--- src/rtl/ex_tracker.sv ---
// ex_tracker: execute-stage trace tracker.
// Queues trace elements from the ID tracker and timestamps each element's EX
// phase and its data-memory request/grant handshake against the shared cycle
// counter. Completed elements go to the WB tracker with a one-cycle strobe.
// Elements flagged pass_through are forwarded untouched, in queue order.

package ex_tracker_pkg;

    // Start/end timestamp pair, in counter cycles.
    typedef struct packed {
        logic [31:0] time_start;
        logic [31:0] time_end;
    } time_span_t;

    // Trace element exchanged between the ID, EX and WB trackers.
    typedef struct packed {
        logic        pass_through;
        logic [31:0] pc;
        logic [31:0] insn;
        time_span_t  ex_data;
        time_span_t  mem_access_req;
    } trace_output;

endpackage

module ex_tracker
    import ex_tracker_pkg::*;
#(
    parameter int ADDR_WIDTH              = 32,
    parameter int DATA_WIDTH              = 32,
    parameter int PROCESSING_QUEUE_LENGTH = 4
) (
    input  logic        clk,
    input  logic        rst,
    input  logic [31:0] counter,
    input  logic        id_data_ready,
    input  trace_output id_data_i,
    input  logic        ex_ready,
    input  logic        data_req_i,
    input  logic        data_gnt_i,
    output logic        ex_data_ready,
    output trace_output ex_data_o,
    output logic        queue_overflow_o
);

    localparam int LEN   = PROCESSING_QUEUE_LENGTH;
    localparam int CNT_W = $clog2(LEN + 1);
    localparam int PTR_W = (LEN > 1) ? $clog2(LEN) : 1;

    // The trace element layout is fixed at 32-bit address/data; catch a
    // mismatched instantiation at elaboration rather than in the field.
    if (ADDR_WIDTH != 32 || DATA_WIDTH != 32 || LEN < 2) begin : g_param_check
        $error("ex_tracker: trace_output is 32-bit and the queue needs at least 2 entries");
    end

    typedef enum logic [1:0] {
        EX_IDLE,
        EX_CHECK,
        EX_WAIT_GNT
    } ex_state_t;

    ex_state_t   state_reg;
    trace_output trace_element;
    trace_output emit_elem;
    trace_output head_elem;

    trace_output      queue_mem [LEN];
    logic [PTR_W-1:0] rd_ptr_reg;
    logic [PTR_W-1:0] wr_ptr_reg;
    logic [CNT_W-1:0] count_reg;

    logic queue_full;
    logic do_pop;
    logic push_accept;

    assign queue_full  = (count_reg == CNT_W'(LEN));
    assign do_pop      = (state_reg == EX_IDLE) && (count_reg != '0);
    // A push at full is still accepted when the head leaves on the same edge.
    assign push_accept = id_data_ready && (!queue_full || do_pop);
    assign head_elem   = queue_mem[rd_ptr_reg];

    // Queue storage: write only, so no reset is needed on the array.
    always_ff @(posedge clk) begin
        if (push_accept) begin
            queue_mem[wr_ptr_reg] <= id_data_i;
        end
    end

    // Queue pointers, occupancy and the sticky overflow flag.
    always_ff @(posedge clk or negedge rst) begin
        if (!rst) begin
            rd_ptr_reg       <= '0;
            wr_ptr_reg       <= '0;
            count_reg        <= '0;
            queue_overflow_o <= 1'b0;
        end else begin
            if (push_accept) begin
                wr_ptr_reg <= (wr_ptr_reg == PTR_W'(LEN - 1)) ? '0 : wr_ptr_reg + 1'b1;
            end
            if (do_pop) begin
                rd_ptr_reg <= (rd_ptr_reg == PTR_W'(LEN - 1)) ? '0 : rd_ptr_reg + 1'b1;
            end
            case ({push_accept, do_pop})
                2'b10:   count_reg <= count_reg + 1'b1;
                2'b01:   count_reg <= count_reg - 1'b1;
                default: count_reg <= count_reg;
            endcase
            if (id_data_ready && !push_accept) begin
                queue_overflow_o <= 1'b1;
            end
        end
    end

    // The working element with this cycle's completion timestamps applied;
    // only meaningful on the cycle the FSM emits.
    always_comb begin
        emit_elem = trace_element;
        case (state_reg)
            EX_CHECK: begin
                if (data_req_i && data_gnt_i) begin
                    emit_elem.mem_access_req.time_start = counter;
                    emit_elem.mem_access_req.time_end   = counter;
                    emit_elem.ex_data.time_end          = counter;
                end else begin
                    emit_elem.ex_data.time_end = counter;
                end
            end
            EX_WAIT_GNT: begin
                emit_elem.mem_access_req.time_end = counter;
                emit_elem.ex_data.time_end        = counter;
            end
            default: ;
        endcase
    end

    // Tracking FSM with registered strobe and output element.
    always_ff @(posedge clk or negedge rst) begin
        if (!rst) begin
            state_reg     <= EX_IDLE;
            trace_element <= '0;
            ex_data_ready <= 1'b0;
            ex_data_o     <= '0;
        end else begin
            ex_data_ready <= 1'b0;
            case (state_reg)
                EX_IDLE: begin
                    if (do_pop) begin
                        if (head_elem.pass_through) begin
                            ex_data_o     <= head_elem;
                            ex_data_ready <= 1'b1;
                        end else begin
                            trace_element                    <= head_elem;
                            trace_element.ex_data.time_start <= counter;
                            state_reg                        <= EX_CHECK;
                        end
                    end
                end
                EX_CHECK: begin
                    if (data_req_i && data_gnt_i) begin
                        trace_element <= emit_elem;
                        ex_data_o     <= emit_elem;
                        ex_data_ready <= 1'b1;
                        state_reg     <= EX_IDLE;
                    end else if (data_req_i) begin
                        trace_element.mem_access_req.time_start <= counter;
                        state_reg                               <= EX_WAIT_GNT;
                    end else if (ex_ready) begin
                        trace_element <= emit_elem;
                        ex_data_o     <= emit_elem;
                        ex_data_ready <= 1'b1;
                        state_reg     <= EX_IDLE;
                    end
                end
                EX_WAIT_GNT: begin
                    // ex_ready is deliberately ignored while a grant is pending.
                    if (data_gnt_i) begin
                        trace_element <= emit_elem;
                        ex_data_o     <= emit_elem;
                        ex_data_ready <= 1'b1;
                        state_reg     <= EX_IDLE;
                    end
                end
                default: state_reg <= EX_IDLE;
            endcase
        end
    end

endmodule

--- config.mk ---
export PLATFORM = sky130hd
export DESIGN_NAME = ex_tracker
export DESIGN_NICKNAME = d
export VERILOG_FILES = /design/src/rtl/ex_tracker.sv
export SDC_FILE = /design/constraint.sdc
export NUM_CORES = 1
export LEC_CHECK = 0
export ABC_AREA = 1
export ABC_CLOCK_PERIOD_IN_PS = 26000
export CORE_UTILIZATION = 40
export CTS_CLUSTER_SIZE = 28
export DETAILED_ROUTE_END_ITERATION = 6
export DONT_BUFFER_PORTS = 1
export PLACE_DENSITY = 0.64
export REMOVE_ABC_BUFFERS = 1
export SYNTH_ARGS = -nofsm -noshare
export SYNTH_HDL_FRONTEND = slang
export SYNTH_SLANG_ARGS = --single-unit
--- constraint.sdc ---
create_clock -name clk -period 26 [get_ports clk]
set_input_delay 2.6 -clock clk [delete_from_list [all_inputs] [get_ports clk]]
set_output_delay 2.6 -clock clk [all_outputs]
set_load 0.01 [all_outputs]
Word-level counts from Yosys, hierarchy flattened
Memory sizes are Yosys's and may differ from the RTL's.
Cells that the tools add are included.
{"block": "classes", "n_shift": 0, "div_mod_pow": 0, "magnitude_cmp": 0, "n_bitwise": 3, "n_eq_ne": 14, "add_sub_neg": 4, "mux": 38, "n_reduce_logical": 16, "mul": 0}
{"cell": "two-way mux 193 bit", "count": 9}
{"cell": "case mux 193 bit (3 select lines)", "count": 2}
{"cell": "two-way mux 96 bit", "count": 2}
{"cell": "two-way mux 129 bit", "count": 1}
{"cell": "two-way mux 32 bit", "count": 4}
{"cell": "two-way mux 64 bit", "count": 1}
{"cell": "two-way mux 2 bit", "count": 8}
{"cell": "AND reduction 6 bit", "count": 2}
{"cell": "AND reduction 5 bit", "count": 2}
{"cell": "equality test 2 bit (second input constant)", "count": 4}
{"cell": "two-way mux 1 bit", "count": 8}
{"cell": "!= test 2 bit (second input constant)", "count": 4}
{"cell": "!= test 3 bit (second input constant)", "count": 2}
{"cell": "case mux 2 bit (3 select lines)", "count": 1}
{"cell": "case mux 3 bit (2 select lines)", "count": 1}
{"cell": "nonzero test 3 bit", "count": 2}
{"cell": "adder 2 x 1 -> 2 bit (second input constant)", "count": 2}
{"cell": "equality test 2 x 1 -> 1 bit (second input constant)", "count": 2}
{"cell": "logical AND 1 bit", "count": 4}
{"cell": "!= test 4 bit (second input constant)", "count": 1}
{"cell": "AND reduction 4 bit", "count": 1}
{"cell": "adder 3 x 1 -> 3 bit (second input constant)", "count": 1}
{"cell": "equality test 3 bit (second input constant)", "count": 1}
{"cell": "inverter 1 bit", "count": 3}
{"cell": "6 further kinds", "count": 7}
{"block": "totals", "memories": 1, "mem_bits_ro": 0, "in_bits": 231, "elab_cells": 95, "output_inout_bits": 195, "regBits": 365, "mem_bits_rw": 772, "latchBits": 0}
{"name": "queue_mem", "words": 4, "word_bits": 193, "read_ports": 1, "rd_clocked_by_memory_dff": 0, "write_ports": 1, "line_no": "67", "source": "trace_output queue_mem [LEN];"}

Longest topological paths before layout
{"block": "logic_depth", "ltp_word": 7, "mapped_depth": 12, "depth_no_buf": 11}

Worst setup path before layout
No wires, ideal clock.
{"block": "synth_path", "path_kind": "input to register", "startpoint": "input id_data_ready", "endpoint": "memory queue_mem[0][0] in the netlist's numbering, enable pin", "arrival_ps": 10762, "required_ps": 25250, "path_stages": 2, "setup_time_ps": 750, "path_slack_ps": 14488, "path_buffers": 0, "cell_sequence": "nand2_1 nor2_1"}
{"block": "synth_between", "elab_chain_cells": 3}
{"element": "start, declared", "line_no": "36", "source": "input logic id_data_ready,"}
{"element": "logical AND 1 bit", "line_no": "79", "source": "assign push_accept = id_data_ready && (!queue_full || do_pop);"}
{"element": "two-way mux 1 bit", "line_no": "84", "source": "if (push_accept) begin"}
{"element": "two-way mux 1 bit (implied by the code)", "line_no": "85", "source": "queue_mem[wr_ptr_reg] <= id_data_i;"}
{"element": "end, declared", "line_no": "67"}
Every way passes these cells.

Worst setup path in the final report
{"block": "layout_path", "startpoint": "input id_data_ready", "endpoint": "memory queue_mem[0][115] in the netlist's numbering, enable pin"}
Same word-level chain as after synthesis.

==> qor.yml <==
vias: 33693
largest_register: "queue_mem"
clock_latency_ns: 0.75
routed_wl_um: 138000
drt_iter0_markers: 2769
ioPinCount: 426
worst_setup_path_end_kind: "register"
largest_reg_flops: 772
finalWeightedCongestion: 0.769
start_util_pct: 40.3
min_path_type: "reg2reg"
reg2reg_depth: 9
worstSetupPathType: "in2reg"
drc: 0
cts-htree-levels: 3
yosysWarnings: 0
grt_max_degree: 365
synth.most_common_cell: "nand2_1"
cellLeakagePower_nw: 23.4
cap_violations: 0
n_antenna_cell: 0
syn_to_final_growth_pct: 10.2
cts_root_buffer: "clkbuf_16"
slew_viol_final: 0
fp.coreArea_mm2: 0.120
synth-main-ff-cell: "edfxtp_1"
vdd_drop_max_v: 0.000111
cp_max_fo: 46
cellPowerDensity_mw_per_mm2: 141
hold_viol_final: 0
final.setup.tns_ns: 0
finalCritPeriodShare_pct: 21.6
fp.dieH_um: 350
r2r_slack_ns: 21.28
whs_path_depth: 2
wl_per_cell_um: 21.0
layout_min_cycle_time_ns: 5.60
tightest_slew_ns: 1.20
cts_sinks: 1136
cts-hold-fix-buffers: 0
cp.arrival_ns: 5.96
overflow: 0
grt_pass1_vias: 32690
antenna_found_initial: 5
postSynth.asyncResetShare_pct: 32.0
synth_top_area_share_pct: 47.9
nNetsFinal: 5073
yosysTopAreaCell: "edfxtp_1"
ys_ff_latch: 1136
row_count: 127
synth.distinct_cells: 27
grt_usage_pct: 22.4
setup_viol: 0
status: "completed"
cts_resized: 0
synth_common_cells: "nand2_1, edfxtp_1, nand3_1"
cts_buffers: 120
synth_edf_count: 772
fin_cells: 6549
syn_area_mm2: 0.0484
dieWidth_um: 350
syn_inst: 4964
via_per_inst: 5.14
drive_above_1_share_pct: 5.14
finalClockSkew_ns: 0.0303
path_clk_slew_ns: 0.06
die-area_mm2: 0.122
ant_nets: 0
cts_tree: "done"
rsz0062_at_grt: "no"
cp.required_ns: 26.35
port_buffers: 0
slew_headroom_pct: 19.9
dr.pass1.iters: 6
synthTopCellsByArea: "edfxtp_1, dfrtp_1, nand2_1"
worstSetupStartpointType: "primary input"
synth-seq-area-share_pct: 66.7
dpl.hpwl_um: 75100
syn_avg_cell_area_um2: 9.75
grt_pass1_wl_um: 206000
post_cts_buffers: 0
post-place-cells: 6322
cts_buffer_depth: 3
fmax_mhz: 178
-- cell usage in the layout, fill, tap and decap left out, drive strengths merged, types with 9 or more instances in the layout --
cell type,synthesis,final
clkinvlp,0,9
nand3b,32,32
nor2,143,143
nand3,621,621
o21ai,165,165
dfrtp,364,364
ha,9,9
clkbuf,116,171
clkinv,1,40
nand2,2166,2166
edfxtp,772,772
nand4,68,68
inv,317,320
buf,181,43
-- per-stage QoR --
stage	util, %	power (W)	area, µm²	hold WS [ns]	setup slack [ns]
4_1_cts	44.5	0.00757	53300	0.472	20.37
2_1_floorplan	-	0.00501	46900	0.440	10.81
3_5_place_dp	41.2	0.00587	49500	0.456	19.56
6_report	44.5	0.00750	53300	0.471	20.40
5_1_grt	44.5	0.00804	53300	0.488	20.18
3_3_place_gp	41.2	0.00581	49500	0.452	19.58
-- final timing paths --
| kind | start | to |
|---|---|---|
| worst min-delay path | trace_element[1]$_DFFE_PN0P_ | trace_element[1]$_DFFE_PN0P_ |
| worst max register to register | state_reg[0]$_DFFE_PN0P_ | queue_mem[0][115]$_DFFE_PP_ |
| min in group asynchronous | rst | ex_data_o[182]$_DFFE_PN0P_ |
| worst min register to register | trace_element[1]$_DFFE_PN0P_ | trace_element[1]$_DFFE_PN0P_ |
| worst max-delay path | id_data_ready | queue_mem[0][115]$_DFFE_PP_ |
| max in group asynchronous | rst | rd_ptr_reg[1]$_DFFE_PN0N_ |
-- power breakdown --
group          internal [W]  leakage [nW]  switching [W]  total, W
Sequential          0.00249          11.7       0.000347   0.00284
Clock              0.000964          1.89       0.000719   0.00168
Combinational      0.000774          9.81        0.00220   0.00298
Total               0.00423          23.4        0.00327   0.00750
-- cells by family after synthesis --
logic type / synth area share (%)
simple gates: 25.7
flops: 66.7
buf+inv: 5.45
compound gates: 1.78
fa+ha+maj: 0.274
xor+xnor: 0.0181
-- final cells by class --
class / count / area (µm²)
inverter: 318 / 1230
fill: 11125 / 66600
tap: 1612 / 2020
sequential: 1136 / 32300
clock inverter: 56 / 454
clock buffer: 171 / 3430
timing repair buffer: 43 / 348
multi-input combinational: 3213 / 13600
-- critical path: stages --
cell and delay, ns:
nand2_1 0.26, nor2_4 0.85, buf_4 0.64, buf_4 0.73
buf_4 0.71
-- metal layers --
| layer | share of wire, % | routed length (µm) | vias up | global-route usage (%) |
|---|---|---|---|---|
| met5 | 0.037 | 51 | - | 0 |
| met4 | 2.9 | 3930 | 6 | 7.78 |
| met3 | 8.8 | 12100 | 236 | 6.30 |
| met2 | 48 | 66600 | 1168 | 37.7 |
| met1 | 40 | 55100 | 16316 | 27.5 |
| li1 | - | - | 15967 | - |
No activity file was read; power rests on OpenSTA's default activity.
